==> src/rtl/pht_gshare_if.sv <==
// Bundle of search, speculative-history and correction signals between the fetch
// pipeline and the gshare pattern history table.
interface pht_gshare_if #(
  parameter int NPORT     = 2,
  parameter int HIST_BITS = 8
);
  logic [32*NPORT-1:0]  search_addr_i;
  logic [NPORT-1:0]     branch_flag_o;
  logic [HIST_BITS-1:0] search_ghr_o;
  logic                 spec_valid_i;
  logic                 spec_taken_i;
  logic                 corr_valid_i;
  logic [31:0]          corr_index_i;
  logic [HIST_BITS-1:0] corr_ghr_i;
  logic                 corr_branch_flag_i;
  logic                 corr_mispredict_i;
  logic                 init_busy_o;

  modport master (
    output search_addr_i, spec_valid_i, spec_taken_i, corr_valid_i, corr_index_i,
           corr_ghr_i, corr_branch_flag_i, corr_mispredict_i,
    input  branch_flag_o, search_ghr_o, init_busy_o
  );

  modport slave (
    input  search_addr_i, spec_valid_i, spec_taken_i, corr_valid_i, corr_index_i,
           corr_ghr_i, corr_branch_flag_i, corr_mispredict_i,
    output branch_flag_o, search_ghr_o, init_busy_o
  );
endinterface

==> src/rtl/pht_gshare.sv <==
// Gshare pattern history table of 2-bit counters with init sweep and RMW correction pipe.
// Define PHT_GSHARE_EN to enable GHR hashing; otherwise the index is PC bits only.
module pht_gshare #(
  parameter int         PHT_BITS  = 10,
  parameter int         NPORT     = 2,
  parameter int         HIST_BITS = 8,
  parameter logic [1:0] CNT_INIT  = 2'b01
) (
  input  logic        clk,
  input  logic        rst,
  pht_gshare_if.slave bus
);

  localparam int DEPTH = 1 << PHT_BITS;

  typedef enum logic {INIT, RUN} state_e;

  state_e               state_q, state_d;
  logic [PHT_BITS-1:0]  ptr_q, ptr_d;
  logic [1:0]           pht_q [DEPTH];

  logic                 c1_valid_q, c1_valid_d;
  logic                 c1_taken_q, c1_taken_d;
  logic [PHT_BITS-1:0]  c1_idx_q, c1_idx_d;
  logic                 c2_valid_q, c2_valid_d;
  logic [PHT_BITS-1:0]  c2_idx_q, c2_idx_d;
  logic [1:0]           c2_cnt_q, c2_cnt_d;

  logic                 wr_en;
  logic [PHT_BITS-1:0]  wr_idx;
  logic [1:0]           wr_cnt;
  logic [1:0]           cur_cnt;
  logic [1:0]           upd_cnt;
  logic [HIST_BITS-1:0] search_ghr;
  logic [HIST_BITS-1:0] corr_hist;
  logic [NPORT-1:0]     flags;

  function automatic logic [PHT_BITS-1:0] hash(input logic [31:0] pc,
                                               input logic [HIST_BITS-1:0] h);
    return pc[PHT_BITS+1:2] ^ PHT_BITS'(h);
  endfunction

`ifdef PHT_GSHARE_EN
  logic [HIST_BITS-1:0] ghr_q, ghr_d;

  // Mispredict repair beats the speculative shift; truncating cast drops the oldest bit.
  always_comb begin
    ghr_d = ghr_q;
    if (state_q == INIT)
      ghr_d = '0;
    else if (bus.corr_valid_i && bus.corr_mispredict_i)
      ghr_d = HIST_BITS'({bus.corr_ghr_i, bus.corr_branch_flag_i});
    else if (bus.spec_valid_i)
      ghr_d = HIST_BITS'({ghr_q, bus.spec_taken_i});
  end

  always_ff @(posedge clk) begin
    if (!rst) ghr_q <= '0;
    else      ghr_q <= ghr_d;
  end

  assign search_ghr = ghr_q;
  assign corr_hist  = bus.corr_ghr_i;
`else
  logic unused_hist;
  assign unused_hist = ^{bus.corr_ghr_i, bus.spec_valid_i, bus.spec_taken_i,
                         bus.corr_mispredict_i};
  assign search_ghr  = '0;
  assign corr_hist   = '0;
`endif

  logic unused_pc;
  assign unused_pc = ^{bus.search_addr_i, bus.corr_index_i};

  always_comb begin
    flags = '0;
    for (int k = 0; k < NPORT; k++)
      flags[k] = (state_q == RUN) && pht_q[hash(bus.search_addr_i[32*k +: 32], search_ghr)][1];
  end

  assign bus.branch_flag_o = flags;
  assign bus.search_ghr_o  = search_ghr;
  assign bus.init_busy_o   = (state_q == INIT);

  always_comb begin
    state_d = state_q;
    ptr_d   = ptr_q;
    if (state_q == INIT) begin
      ptr_d = ptr_q + 1'b1;
      if (&ptr_q) state_d = RUN;
    end
  end

  // C2 holds the last written counter so a following C1 read of the same entry sees it.
  always_comb begin
    c1_valid_d = bus.corr_valid_i && (state_q == RUN);
    c1_idx_d   = hash(bus.corr_index_i, corr_hist);
    c1_taken_d = bus.corr_branch_flag_i;
    cur_cnt    = (c2_valid_q && (c2_idx_q == c1_idx_q)) ? c2_cnt_q : pht_q[c1_idx_q];
    upd_cnt    = cur_cnt;
    if (c1_taken_q && cur_cnt != 2'b11)       upd_cnt = cur_cnt + 2'b01;
    else if (!c1_taken_q && cur_cnt != 2'b00) upd_cnt = cur_cnt - 2'b01;
    c2_valid_d = c1_valid_q;
    c2_idx_d   = c1_idx_q;
    c2_cnt_d   = upd_cnt;
  end

  always_comb begin
    wr_en  = 1'b0;
    wr_idx = c1_idx_q;
    wr_cnt = upd_cnt;
    if (state_q == INIT) begin
      wr_en  = 1'b1;
      wr_idx = ptr_q;
      wr_cnt = CNT_INIT;
    end else if (c1_valid_q) begin
      wr_en  = 1'b1;
    end
  end

  always_ff @(posedge clk) begin
    if (!rst) begin
      state_q    <= INIT;
      ptr_q      <= '0;
      c1_valid_q <= 1'b0;
      c1_taken_q <= 1'b0;
      c1_idx_q   <= '0;
      c2_valid_q <= 1'b0;
      c2_idx_q   <= '0;
      c2_cnt_q   <= '0;
    end else begin
      state_q    <= state_d;
      ptr_q      <= ptr_d;
      c1_valid_q <= c1_valid_d;
      c1_taken_q <= c1_taken_d;
      c1_idx_q   <= c1_idx_d;
      c2_valid_q <= c2_valid_d;
      c2_idx_q   <= c2_idx_d;
      c2_cnt_q   <= c2_cnt_d;
    end
  end

  // Counter storage has no reset; the init sweep fills it once reset is released.
  always_ff @(posedge clk) begin
    if (rst && wr_en) pht_q[wr_idx] <= wr_cnt;
  end

endmodule
==> src/flat_wrapper.sv <==
// flat-port wrapper written by rule: the top's interface ports become plain ports
module pht_gshare_flat 
#(
  parameter int         PHT_BITS  = 10,
  parameter int         NPORT     = 2,
  parameter int         HIST_BITS = 8,
  parameter logic [1:0] CNT_INIT  = 2'b01
)
  (clk, rst, bus_search_addr_i, bus_spec_valid_i, bus_spec_taken_i, bus_corr_valid_i, bus_corr_index_i, bus_corr_ghr_i, bus_corr_branch_flag_i, bus_corr_mispredict_i, bus_branch_flag_o, bus_search_ghr_o, bus_init_busy_o);
  pht_gshare_if #(.NPORT(NPORT), .HIST_BITS(HIST_BITS)) bus_i ();
  input  logic clk;
  input  logic rst;
  input wire logic [$bits(bus_i.search_addr_i)-1:0] bus_search_addr_i;
  input wire logic [$bits(bus_i.spec_valid_i)-1:0] bus_spec_valid_i;
  input wire logic [$bits(bus_i.spec_taken_i)-1:0] bus_spec_taken_i;
  input wire logic [$bits(bus_i.corr_valid_i)-1:0] bus_corr_valid_i;
  input wire logic [$bits(bus_i.corr_index_i)-1:0] bus_corr_index_i;
  input wire logic [$bits(bus_i.corr_ghr_i)-1:0] bus_corr_ghr_i;
  input wire logic [$bits(bus_i.corr_branch_flag_i)-1:0] bus_corr_branch_flag_i;
  input wire logic [$bits(bus_i.corr_mispredict_i)-1:0] bus_corr_mispredict_i;
  output wire logic [$bits(bus_i.branch_flag_o)-1:0] bus_branch_flag_o;
  output wire logic [$bits(bus_i.search_ghr_o)-1:0] bus_search_ghr_o;
  output wire logic [$bits(bus_i.init_busy_o)-1:0] bus_init_busy_o;
  assign bus_i.search_addr_i = bus_search_addr_i;
  assign bus_i.spec_valid_i = bus_spec_valid_i;
  assign bus_i.spec_taken_i = bus_spec_taken_i;
  assign bus_i.corr_valid_i = bus_corr_valid_i;
  assign bus_i.corr_index_i = bus_corr_index_i;
  assign bus_i.corr_ghr_i = bus_corr_ghr_i;
  assign bus_i.corr_branch_flag_i = bus_corr_branch_flag_i;
  assign bus_i.corr_mispredict_i = bus_corr_mispredict_i;
  assign bus_branch_flag_o = bus_i.branch_flag_o;
  assign bus_search_ghr_o = bus_i.search_ghr_o;
  assign bus_init_busy_o = bus_i.init_busy_o;
  pht_gshare #(.PHT_BITS(PHT_BITS), .NPORT(NPORT), .HIST_BITS(HIST_BITS), .CNT_INIT(CNT_INIT)) u_core (.clk(clk), .rst(rst), .bus(bus_i));
endmodule
==> config.mk <==
export PLATFORM = sky130hd
export DESIGN_NAME = pht_gshare_flat
export DESIGN_NICKNAME = d
export VERILOG_FILES = /design/src/rtl/pht_gshare_if.sv /design/src/rtl/pht_gshare.sv /design/src/flat_wrapper.sv
export SDC_FILE = /design/constraint.sdc
export NUM_CORES = 2
export LEC_CHECK = 0
export ABC_CLOCK_PERIOD_IN_PS = 84800
export BUFFER_PORTS_ARGS = -buffer_cell sky130_fd_sc_hd__buf_2
export CAP_MARGIN = 20
export CORE_UTILIZATION = 30
export CTS_CLUSTER_DIAMETER = 120
export DETAILED_ROUTE_END_ITERATION = 10
export HOLD_SLACK_MARGIN = 0.02
export SLEW_MARGIN = 20
export SYNTH_ARGS = -nofsm -noshare
export SYNTH_HDL_FRONTEND = slang
export SYNTH_SLANG_ARGS = --single-unit
==> constraint.sdc <==
create_clock -name clk -period 84.8 [get_ports clk]
set_clock_uncertainty 0.15 [all_clocks]
set_input_delay 16.96 -clock clk [delete_from_list [all_inputs] [get_ports clk]]
set_output_delay 16.96 -clock clk [all_outputs]
set_load 0.01 [all_outputs]
==> metrics.txt <==
# TYPE chip_impl_metric gauge
chip_impl_metric{name="via_count",unit=""} 62075
chip_impl_info{name="tightest_hold_check_type",value="reg -> reg"} 1
chip_impl_metric{name="fp.dieW",unit="µm"} 584
chip_impl_metric{name="place_ws",unit="ns"} 44.69
chip_impl_metric{name="finalWeightedCongestion",unit=""} 0.897
chip_impl_metric{name="final_max_slew_viol_count",unit=""} 0
chip_impl_metric{name="holdPathStages",unit=""} 1
chip_impl_metric{name="ctsResizeCount",unit=""} 0
chip_impl_metric{name="count_of_buffers_from_port_buffering",unit=""} 36
chip_impl_metric{name="synth-compound-area-share",unit="%"} 2.33
chip_impl_info{name="timing.critical_path.from_type",value="primary input"} 1
chip_impl_metric{name="cts.clk_slew.worst_paths",unit="ns"} 0.06
chip_impl_metric{name="start_util",unit="%"} 30.2
chip_impl_metric{name="cts_setup_buffers",unit=""} 0
chip_impl_metric{name="wire_length_of_the_first_global_routing_pass",unit="µm"} 495000
chip_impl_metric{name="p_per_area",unit="nW/µm²"} 19.5
chip_impl_metric{name="worst-slew-pin-transition",unit="ns"} 1.27
chip_impl_metric{name="die_y",unit="µm"} 584
chip_impl_metric{name="hold_buffers",unit=""} 0
chip_impl_metric{name="clock_tree.buffer_depth",unit=""} 3
chip_impl_info{name="synth_top_flop_cell",value="edfxtp_1"} 1
chip_impl_metric{name="synth-async-reset-ratio",unit="%"} 0
chip_impl_metric{name="layout_worst_path_cycle_share",unit="%"} 47.2
chip_impl_metric{name="number_of_sinks_driven_by_the_clock_tree",unit=""} 2084
chip_impl_metric{name="die_area",unit="µm²"} 341000
chip_impl_metric{name="synth.ff_latch_count",unit=""} 2084
chip_impl_metric{name="timing.hold.ws",unit="ns"} 0.419
chip_impl_metric{name="wl",unit="µm"} 359000
chip_impl_metric{name="final_period_minus_worst_setup_slack",unit="ns"} 40.00
chip_impl_metric{name="power.ir.vdd_worst",unit="mV"} 0.0160
chip_impl_info{name="path_class",value="in -> out"} 1
chip_impl_metric{name="finalNonFillerCells",unit=""} 10373
chip_impl_info{name="worst_setup_path_end_kind",value="output pin"} 1
chip_impl_metric{name="sequential_area_share_after_synthesis",unit="%"} 61.3
chip_impl_info{name="root_buffer",value="clkbuf_16"} 1
chip_impl_metric{name="max_slew_margin",unit="%"} 14.3
chip_impl_info{name="synth_top_family_by_area",value="multiplexers"} 1
chip_impl_metric{name="final-setup-viol-count",unit=""} 0
chip_impl_metric{name="syn_area",unit="µm²"} 102000
chip_impl_metric{name="detail_route.first_pass.iterations",unit=""} 6
chip_impl_metric{name="fp.coreArea",unit="µm²"} 337000
chip_impl_metric{name="grtUsageMet2",unit="%"} 32.5
chip_impl_metric{name="synth_cells",unit=""} 5809
chip_impl_metric{name="setup_slack",unit="ns"} 44.80
chip_impl_metric{name="cts_inserted_buffers",unit=""} 212
chip_impl_metric{name="worst-r2r-cell-count",unit=""} 21
chip_impl_metric{name="fp-row-count",unit=""} 213
chip_impl_info{name="worstReg2RegEnd",value="u_core.pht_q[559][0]"} 1
chip_impl_metric{name="ioPinCount",unit=""} 122
chip_impl_metric{name="wire_per_inst",unit="µm"} 34.6
chip_impl_metric{name="remaining_drc_errors",unit=""} 0
chip_impl_metric{name="design.final.nets",unit=""} 5791
chip_impl_metric{name="detail_route.iter0.violations",unit=""} 9508
chip_impl_info{name="min_to",value="u_core.c2_idx_q[3]"} 1
chip_impl_metric{name="path_max_fanout",unit=""} 56
chip_impl_metric{name="max_freq",unit="MHz"} 25.0
chip_impl_metric{name="timing.setup.tns",unit="ns"} 0
chip_impl_metric{name="report.final.hold_viol_count",unit=""} 0
chip_impl_metric{name="critPathArrivalTime",unit="ns"} 22.89
chip_impl_metric{name="yosys.area_share.xor_xnor",unit="%"} 0.147
chip_impl_info{name="critical_path.reg2reg.startpoint",value="u_core.c1_idx_q[0]"} 1
chip_impl_metric{name="grt_start_max_net_pins",unit=""} 127
chip_impl_metric{name="globalRoute.totalOverflow",unit=""} 0
chip_impl_metric{name="reg2reg_setup_slack",unit="ns"} 73.33
chip_impl_metric{name="detail_route.vias_per_cell",unit=""} 5.98
chip_impl_metric{name="cellLeakagePower",unit="nW"} 30.6
chip_impl_metric{name="syn_avg_cell_area",unit="µm²"} 17.5
chip_impl_metric{name="post-layout-total-power",unit="mW"} 2.22
chip_impl_metric{name="flow.area_growth_from_synthesis",unit="%"} 11.7
chip_impl_metric{name="antenna_found_initial",unit=""} 49
chip_impl_metric{name="synthAdderAreaFrac",unit="%"} 0.0370
chip_impl_metric{name="worst_skew_pair.late_latency",unit="ns"} 0.91
chip_impl_metric{name="num-fill-cells",unit=""} 31873
chip_impl_info{name="rsz0062_at_grt",value="no"} 1
chip_impl_info{name="grt-busiest-layer",value="met2"} 1
chip_impl_metric{name="grt.met1_usage",unit="%"} 26.5
chip_impl_metric{name="synth_simple_gate_area_share",unit="%"} 5.94
chip_impl_metric{name="synth_edf_count",unit=""} 2048
chip_impl_metric{name="global_route.usage.met3",unit="%"} 5.21
chip_impl_metric{name="route.antenna.remaining_nets",unit=""} 0
chip_impl_metric{name="post_synth_mux_area_share",unit="%"} 27.3
chip_impl_metric{name="detailed_place_hpwl",unit="µm"} 218000
chip_impl_metric{name="grt_util_all_layers",unit="%"} 20.7
chip_impl_metric{name="crit_required",unit="ns"} 67.69
chip_impl_metric{name="synth_cell_type_count",unit=""} 69
chip_impl_metric{name="max_capacitance_violation_count",unit=""} 0
chip_impl_info{name="run_status",value="complete, no violations"} 1
chip_impl_metric{name="ctsHtreeMaxLevel",unit=""} 4
chip_impl_metric{name="ys.warnings.count",unit=""} 0
chip_impl_metric{name="grt_pass1_vias",unit=""} 60996
chip_impl_metric{name="post_route_cells_drive_above_1_share",unit="%"} 30.4
chip_impl_metric{name="placed_cells_incl_taps",unit=""} 9977
chip_impl_info{name="hold_path_startpoint",value="u_core.c1_idx_q[3]"} 1
chip_impl_info{name="clock_tree_from_tritoncts",value="done"} 1
[flip-flops by register name (all words and copies together) (netlist names)]
signal,flops
u_core.c2_idx_q,10
u_core.c1_taken_q,1
u_core.c2_valid_q,1
u_core.c1_valid_q,1
u_core.c2_cnt_q,2
u_core.state_q,1
u_core.c1_idx_q,10
u_core.ptr_q,10
u_core.pht_q,2048
[how the worst max path moves through the flow]
stage | from | endpoint | slack (ns)
finish | bus_search_addr_i[2] | bus_branch_flag_o[0] | 44.80
global route | bus_search_addr_i[2] | bus_branch_flag_o[0] | 44.47
CTS | bus_search_addr_i[2] | bus_branch_flag_o[0] | 44.69
detailed placement | bus_search_addr_i[2] | bus_branch_flag_o[0] | 44.69
global placement | bus_search_addr_i[2] | bus_branch_flag_o[0] | 44.69
floorplan | bus_search_addr_i[2] | bus_branch_flag_o[0] | 47.96
[worst max-delay path: stages]
cell and delay [ns]:
buf_8 0.46, buf_4 0.85, buf_4 0.76, buf_4 0.70, mux4_2 0.59, mux4_2 0.60, mux4_2 0.53, mux4_2 0.53
o21ai_1 0.16, o22ai_1 0.27, buf_2 0.25
[report_power, final]
group          switching (mW)  total (mW)  internal, mW
logic                  0.0845       0.127        0.0425
clock network           0.417       0.972         0.555
registers             0.00296        1.12          1.11
total                   0.505        2.22          1.71
[stage by stage]
stage | area, µm² | util, %
4_1_cts | 113000 | 33.6
5_1_grt | 113000 | 33.7
3_5_place_dp | 106000 | 31.5
3_3_place_gp | 106000 | 31.5
6_report | 113000 | 33.7
2_1_floorplan | 102000 | -
[metal layers]
layer  share of wire [%]  wire length (µm)
met5               0.030               108
met4                 6.1             22000
met3                  12             42200
met2                  46            166000
met1                  36            128000
[Yosys cell counts (all sizes together), types with 19 or more instances]
library cell | instances | area share (%)
buf | 253 | 1.8
o21ai | 22 | 0.11
nor3 | 22 | 0.11
nor2b | 20 | 0.12
nand2 | 135 | 0.50
mux4 | 1141 | 25
dfxtp | 36 | 0.71
and2 | 37 | 0.23
a21oi | 55 | 0.27
mux2i | 176 | 1.7
edfxtp | 2048 | 61
a22oi | 147 | 1.1
nor2 | 1079 | 4.0
clkbuf | 304 | 1.1
nand3 | 66 | 0.33
mux2 | 19 | 0.21
nand4 | 31 | 0.19
[logic make-up (layout without fill, tap and decap cells)]
kind of cell,count (synthesis),count (layout)
simple gates,1461,1461
xor+xnor,17,17
mux,1336,1336
flops,2084,2084
other cells,1,19
buf+inv,570,601
compound gates,337,337
fa+ha+maj,3,3
[placed cells by master (no fill, tap or decap), types with 36 or more instances in the layout]
| master | count |
|---|---|
| clkbuf_16 | 214 |
| a21oi_1 | 54 |
| clkinv_2 | 39 |
| buf_4 | 153 |
| nand2_1 | 93 |
| a22oi_1 | 147 |
| nor2_1 | 1070 |
| nand3_1 | 56 |
| edfxtp_1 | 2048 |
| mux4_2 | 1139 |
| and2_1 | 36 |
| mux2i_1 | 175 |
[final cells by class]
class	count	area, µm²	share of cell area, %
antenna	11	27.5	0.0243
clock buffer	248	5490	4.84
clock inverter	136	1600	1.41
inverter	13	48.8	0.0430
multi-input combinational	3162	36700	32.4
sequential	2084	62200	54.9
tap	4515	5650	4.98
timing repair buffer	204	1660	1.46
Note: power is estimated with default switching activity, not from simulation.
